$ cat src/rtl/rank_cmd_dispatcher.sv
// rank_cmd_dispatcher: routes host commands into four per-rank FWFT FIFOs and
// records the rank of every accepted READ in a read-order queue.
//
// Host command layout (cmd_i, 37 bits, MSB first):
//    [36:35] rank_num | [34] r_w (1 = READ, 0 = WRITE) | [33:32] reserved |
//    [31:16] row_addr | [15:14] burst_length | [13] auto_precharge |
//    [12:3] col_addr  | [2:0] bank_addr
// The per-rank command (35 bits) is cmd_i with rank_num removed, i.e. cmd_i[34:0].
module rank_cmd_dispatcher #(
   parameter int FIFO_DEPTH  = 4,
   parameter int ORDER_DEPTH = 16,
   localparam int CMD_W  = 35,
   localparam int USER_W = 37,
   localparam int FCW    = $clog2(FIFO_DEPTH) + 1,
   localparam int OCW    = $clog2(ORDER_DEPTH) + 1
) (
   input  logic                 clk,
   input  logic                 rst,
   input  logic                 cmd_valid_i,
   input  logic [USER_W-1:0]    cmd_i,
   output logic                 cmd_ready_o,
   output logic [3:0]           rank_cmd_valid_o,
   output logic [4*CMD_W-1:0]   rank_cmd_o,
   input  logic [3:0]           rank_cmd_ready_i,
   output logic [4*FCW-1:0]     rank_fifo_cnt_o,
   output logic                 rd_order_valid_o,
   output logic [1:0]           rd_order_rank_o,
   input  logic                 rd_order_pop_i
);

   localparam int FPW = FCW - 1;
   localparam int OPW = OCW - 1;

   logic [1:0]       sel_rank;
   logic             is_read;
   logic [CMD_W-1:0] stripped;
   logic [3:0]       rank_full;
   logic             ord_full;
   logic             push;

   assign sel_rank = cmd_i[36:35];
   assign is_read  = cmd_i[34];
   assign stripped = cmd_i[CMD_W-1:0];

   // Ready only looks at registered occupancy, so a same-cycle pop never frees a slot.
   assign cmd_ready_o = ~rank_full[sel_rank] & (~is_read | ~ord_full);
   assign push        = cmd_valid_i & cmd_ready_o;

   for (genvar r = 0; r < 4; r++) begin : g_rank
      logic [CMD_W-1:0] mem [FIFO_DEPTH];
      logic [FPW-1:0]   wr_ptr;
      logic [FPW-1:0]   rd_ptr;
      logic [FCW-1:0]   cnt;
      logic             push_r;
      logic             pop_r;

      assign push_r = push & (sel_rank == 2'(r));
      assign pop_r  = (cnt != '0) & rank_cmd_ready_i[r];

      // Pointer and occupancy update; pointers wrap naturally at the power-of-2 depth.
      always_ff @(posedge clk) begin
         if (rst) begin
            wr_ptr <= '0;
            rd_ptr <= '0;
            cnt    <= '0;
         end else begin
            if (push_r) wr_ptr <= wr_ptr + FPW'(1);
            if (pop_r)  rd_ptr <= rd_ptr + FPW'(1);
            cnt <= cnt + FCW'(push_r) - FCW'(pop_r);
         end
      end

      // Storage write; contents need no reset because the head is masked when empty.
      always_ff @(posedge clk) begin
         if (!rst && push_r) mem[wr_ptr] <= stripped;
      end

      assign rank_full[r]                  = (cnt == FCW'(FIFO_DEPTH));
      assign rank_cmd_valid_o[r]           = (cnt != '0);
      assign rank_cmd_o[r*CMD_W +: CMD_W]  = (cnt != '0) ? mem[rd_ptr] : '0;
      assign rank_fifo_cnt_o[r*FCW +: FCW] = cnt;
   end

   logic [1:0]     ord_mem [ORDER_DEPTH];
   logic [OPW-1:0] ord_wr_ptr;
   logic [OPW-1:0] ord_rd_ptr;
   logic [OCW-1:0] ord_cnt;
   logic           ord_push;
   logic           ord_pop;

   assign ord_push = push & is_read;
   assign ord_pop  = rd_order_pop_i & (ord_cnt != '0);

   // Read-order queue pointers and occupancy; an empty-queue pop is dropped.
   always_ff @(posedge clk) begin
      if (rst) begin
         ord_wr_ptr <= '0;
         ord_rd_ptr <= '0;
         ord_cnt    <= '0;
      end else begin
         if (ord_push) ord_wr_ptr <= ord_wr_ptr + OPW'(1);
         if (ord_pop)  ord_rd_ptr <= ord_rd_ptr + OPW'(1);
         ord_cnt <= ord_cnt + OCW'(ord_push) - OCW'(ord_pop);
      end
   end

   // Read-order storage write.
   always_ff @(posedge clk) begin
      if (!rst && ord_push) ord_mem[ord_wr_ptr] <= sel_rank;
   end

   assign ord_full         = (ord_cnt == OCW'(ORDER_DEPTH));
   assign rd_order_valid_o = (ord_cnt != '0);
   assign rd_order_rank_o  = (ord_cnt != '0) ? ord_mem[ord_rd_ptr] : 2'b00;

endmodule

$ cat config.mk
export PLATFORM = sky130hd
export DESIGN_NAME = rank_cmd_dispatcher
export DESIGN_NICKNAME = d
export VERILOG_FILES = /design/src/rtl/rank_cmd_dispatcher.sv
export SDC_FILE = /design/constraint.sdc
export NUM_CORES = 1
export LEC_CHECK = 0
export ABC_AREA = 1
export ABC_CLOCK_PERIOD_IN_PS = 3200
export CAP_MARGIN = 40
export CORE_MARGIN = 5
export CORE_UTILIZATION = 51
export CTS_BUF_LIST = sky130_fd_sc_hd__clkbuf_4 sky130_fd_sc_hd__clkbuf_8 sky130_fd_sc_hd__clkbuf_16
export CTS_CLUSTER_SIZE = 8
export DETAILED_ROUTE_END_ITERATION = 10
export GPL_TIMING_DRIVEN = 0
export PLACE_DENSITY_LB_ADDON = 0.12
export SLEW_MARGIN = 20
export SYNTH_ARGS = -nofsm -noshare
export SYNTH_HDL_FRONTEND = slang
export SYNTH_SLANG_ARGS = --single-unit
$ cat constraint.sdc
create_clock -name clk -period 3.2 [get_ports clk]
set_input_delay 0.64 -clock clk [delete_from_list [all_inputs] [get_ports clk]]
set_output_delay 0.64 -clock clk [all_outputs]
set_load 0.02 [all_outputs]
Yosys cells after proc, flatten, opt, wreduce, memory -nomap -nowiden --
Memory sizes are Yosys's and may differ from the RTL's. A register that Yosys moved wholly into a read port is not among the register bits. Cells that the tools add are included.
Cells by class: bitwise operators 16, reductions and logical operators 12, equality and inequality tests 8, order comparisons 1, $add $sub $neg 20, muxes and demuxes 27
Operators with widths (number):
- $mux W35 | 4
- $mux W2 | 9
- $add A2 B1 Y2 const B | 8
- $add A3 B1 Y3 | 4
- $and A1 B1 Y1 | 12
- $eq A3 B3 Y1 const B | 4
- $reduce_bool A3 Y1 | 4
- $sub A3 B1 Y3 | 4
- $mux W1 | 11
- $add A4 B1 Y4 const B | 2
- $mux W4 | 2
- $add A5 B1 Y5 | 1
- $eq A5 B5 Y1 const B | 1
- $logic_and A1 B1 Y1 | 5
- $reduce_bool A5 Y1 | 1
- $sub A5 B1 Y5 | 1
- $eq A2 B2 Y1 const B | 2
- $lt A2 B3 Y1 const B | 1
- $not A1 Y1 | 3
- $bmux W1 S2 | 1
- $eq A2 B1 Y1 const B | 1
- $logic_not A2 Y1 | 1
- $logic_not A1 Y1 | 1
- $or A1 B1 Y1 | 1
Storage, ports and cells: output and inout port bits 160, flip-flop bits (word level) 41, bits in writable memories 592, memories 5
Memory list:
- g_rank[0].mem | depth 4, width 35, read ports 1, clocked after memory_dff 1, wr ports 1, line 50 | logic [CMD_W-1:0] mem [FIFO_DEPTH];
- g_rank[1].mem | depth 4, width 35, read ports 1, clocked after memory_dff 1, wr ports 1, line 50
- g_rank[2].mem | depth 4, width 35, read ports 1, clocked after memory_dff 1, wr ports 1, line 50
- g_rank[3].mem | depth 4, width 35, read ports 1, clocked after memory_dff 1, wr ports 1, line 50
- ord_mem | depth 16, width 2, read ports 1, clocked after memory_dff 1, wr ports 1, line 84 | logic [1:0] ord_mem [ORDER_DEPTH];

Logic depth before layout (Yosys ltp) --
depth after elaboration 10, mapped depth 14

Worst setup path before layout --
Ideal clock, no wire load.
path kind input to register, start input cmd_valid_i, end memory g_rank[3].mem[0][0], enable pin, path slack -0.099 ns, stages on the path 5, setup time 0.427 ns, arrival time 2.872 ns, path buffers 1, cell sequence buf_2 -> inv_1 -> nor3_4 -> nand3_1 -> nor2_1
On the way: word-level cells in the longest chain between the ends 5
RTL lines:
- start: declaration | line 19 | input logic cmd_valid_i,
- $and A1 B1 Y1 | line 47 | assign push = cmd_valid_i & cmd_ready_o;
- $and A1 B1 Y1 | line 57 | assign push_r = push & (sel_rank == 2'(r));
- $logic_and A1 B1 Y1 | line 75 | if (!rst && push_r) mem[wr_ptr] <= stripped;
- $mux W1 | line 75
- $mux W1 (not written as such) | line 75
- end: declaration | line 50
No other way between the ends.

==> results.yml <==
global_route:
  grt_pass1_vias: 17200
  overflow: 0
  grtUsageTotal_pct: 24.6
  grt_max_degree: 23
  grt_pass1_wl_um: 104000
  grt_antenna_before_repair: 1
timing:
  layout_setup_ws_ns: 0.0739
  timing.fmax_mhz: 320
  finalCritPeriodShare_pct: 97.7
  hold_violations: 0
  finalSetupTns_ns: 0
  worst_pin_slew_ns: 0.865
  max_slew_margin_pct: 42.1
  setup_viol: 0
  slew_viol_final: 0
  rsz0062_at_grt: "no"
  skew_ns: 0.0222
  finalCriticalPeriod_ns: 3.13
power_and_ir_drop:
  ir_worst_vdd_mv: 0.498
  leakagePower_nw: 11.8
  powerDensity_nw_per_um2: 855
layout:
  drive_gt1_share_pct: 12.7
  nNetsFinal: 2563
  area_growth_pct: 23.8
  nFillCells: 3837
  antenna_cells: 0
clock_tree:
  cts-root-buf: "clkbuf_16"
  cts_tree: "yes"
  cts_buffer_depth: 3
  clock_latency_ns: 0.61
  cts.sinks: 645
  cts_made_buffers: 90
  htreeDepth: 3
  cts.clk_slew.worst_paths_ns: 0.05
worst_hold_path:
  worstHoldPathType: "reg -> reg"
drt:
  drc_errors: 0
  drtAntennaViolNets: 0
  firstDrtPassIters: 6
  vias: 17400
  drt-wirelength-per-cell_um: 22.1
  drt-initial-drc-count: 1813
  vias_per_cell: 5.49
  wl_um: 69800
placed_design:
  dp_worst_setup_slack_ns: -1.06
  port_buffers: 203
  dpl.hpwl_um: 46100
  gp_congestion: 0.814
logic_synthesis:
  synth_edf_count: 592
  ys_seq_elements: 645
  syn_nets: 2224
  post-synth-top-count-cell: "nor2_1"
  syn_inst: 2139
  synth.area.top_cells: "edfxtp_1 69%, nor2_1 9.2%, o21ai_0 5.3%"
  synth_top_area_share_pct: 68.9
  synth_top_area_cell: "edfxtp_1"
  ys.flop_type: "edfxtp_1"
  seq_area_frac_synth_pct: 73.0
  synthTopCellsByCount: "635 x nor2_1, 592 x edfxtp_1, 271 x o21ai_0"
  synth_cell_type_count: 31
  netlist_area_um2: 25800
  ys_async_sr_fraction_pct: 0
  synth_warnings: 0
  avgSynthCellArea_um2: 12.1
worst_setup_path:
  path_delay_family: "buffers and inverters"
  required_ns: 2.56
  cp-start-kind: "flip-flop"
  critPathBufInv: 3
  cp_slowest_cell: "clkdlybuf4s50_1"
  arrival_ns: 2.49
  crit_path_end_kind: "output port"
  crit_fanout: 10
  crit_chain: "inv_2, clkbuf_4, o21ai_0, a21oi_1, clkdlybuf4s50_1"
  path_class: "reg -> out"
  max_stage_delay_ns: 0.64
die:
  die_area_um2: 55200
  ios: 205
  rows: 82
  die_w_um: 235
  die_y_um: 235
  initial_core_util_pct: 51.6
  fp.coreArea_um2: 50100
run_status:
  status: "complete, no violations"
job:
  max-cap-violations: 0
## cell type report
cell class / count / area (um2) / share of cell area, %
repair buffers: 250 / 2470 / 7.74
inverters: 87 / 363 / 1.14
clock buffers: 106 / 2410 / 7.53
multi-input cells: 1295 / 6370 / 19.9
well taps: 672 / 841 / 2.63
plain buffers: 109 / 634 / 1.98
flip-flops and latches: 645 / 18800 / 59.0
clock inverters: 3 / 30.0 / 0.0939
## cell usage in the layout, fill, tap and decap left out, types with 5 or more instances in the layout
cell	netlist	routed
buf_2	22	23
clkdlybuf4s50_1	0	64
nor2_2	10	10
clkbuf_16	0	92
buf_4	0	18
a21oi_2	0	14
inv_1	75	75
buf_6	1	27
nand3_1	15	15
o21ai_1	26	26
clkinv_4	0	6
buf_8	0	10
xnor2_1	6	6
nand3_4	5	5
ha_1	35	35
a21oi_1	169	155
clkbuf_1	70	13
dlymetal6s2s_1	0	10
buf_1	19	6
dlygate4sd2_1	0	122
fa_1	5	5
nand2_1	84	83
edfxtp_1	592	592
o21ai_0	271	271
clkbuf_4	0	35
dfxtp_1	53	50
nor3b_4	0	12
nor2_1	635	631
clkbuf_2	0	32
## stage by stage
| step | utilization (%) | total power [mW] | instance area [um2] | cells | hold WS (ns) |
|---|---|---|---|---|---|
| CTS | 63.7 | 27.4 | 31900 | 3163 | 0.473 |
| floorplan | - | 14.7 | 25900 | 2139 | 0.436 |
| finish | 63.8 | 27.3 | 32000 | 3167 | 0.470 |
| global placement | 57.4 | 19.3 | 28800 | 3014 | 0.450 |
| detailed placement | 58.6 | 19.5 | 29300 | 3056 | 0.461 |
| global route | 63.8 | 28.5 | 32000 | 3167 | 0.489 |
## worst min-delay path, stage by stage (launching register included)
cell,delay (ns)
dfxtp_1,0.29
inv_1,0.05
a21oi_1,0.07
## layer usage
layer,GRT usage (%),routed length (um)
met2,40.8,33800
met4,7.86,1790
met3,4.41,5420
met1,33.4,28900
met5,0,0
## logic make-up after synthesis
family                     Yosys count  share of synthesized area (%)
DFF                                645                           73.0
AOI/OAI and AO/OA                  471                           9.18
and+or+nand+nor                    775                           12.4
xor gates and xnor gates             9                          0.305
adders and majority gates           40                           2.08
buffers and inverters              199                           3.03
## registers in the layout, indices dropped and copies added (netlist names), named ones only
signal,cells
g_rank.cnt,12
g_rank.mem,560
g_rank.rd_ptr,8
g_rank.wr_ptr,8
ord_cnt,5
ord_mem,32
ord_rd_ptr,4
ord_wr_ptr,4
## where the power goes
part / switching, mW / internal, mW
clock: 3.21 / 5.18
sequential: 0.243 / 9.51
combinational: 6.18 / 3.00
## timing repair
item / 4_1_cts / 5_1_grt
resized for setup: 265 / 29
setup endpoints to repair: 357 / 34
pin swaps: 1 / 1
gates cloned: 0 / 0
hold buffers: 0 / 0
setup buffers: 1 / 4
## path summary, 6_finish.rpt
path | startpoint | end | slack, ns | cells after the start
worst max-delay path | flip-flop | rank_cmd_o[139] | 0.07 | 5
worst min register to register | g_rank[0].rd_ptr[1] | g_rank[0].rd_ptr[1] | 0.47 | 2
worst max register to register | ord_cnt[2] | ord_cnt[4] | 0.37 | 14
worst min-delay path | g_rank[0].rd_ptr[1] | g_rank[0].rd_ptr[1] | 0.47 | 2
No activity file was read; power rests on OpenSTA's default activity.
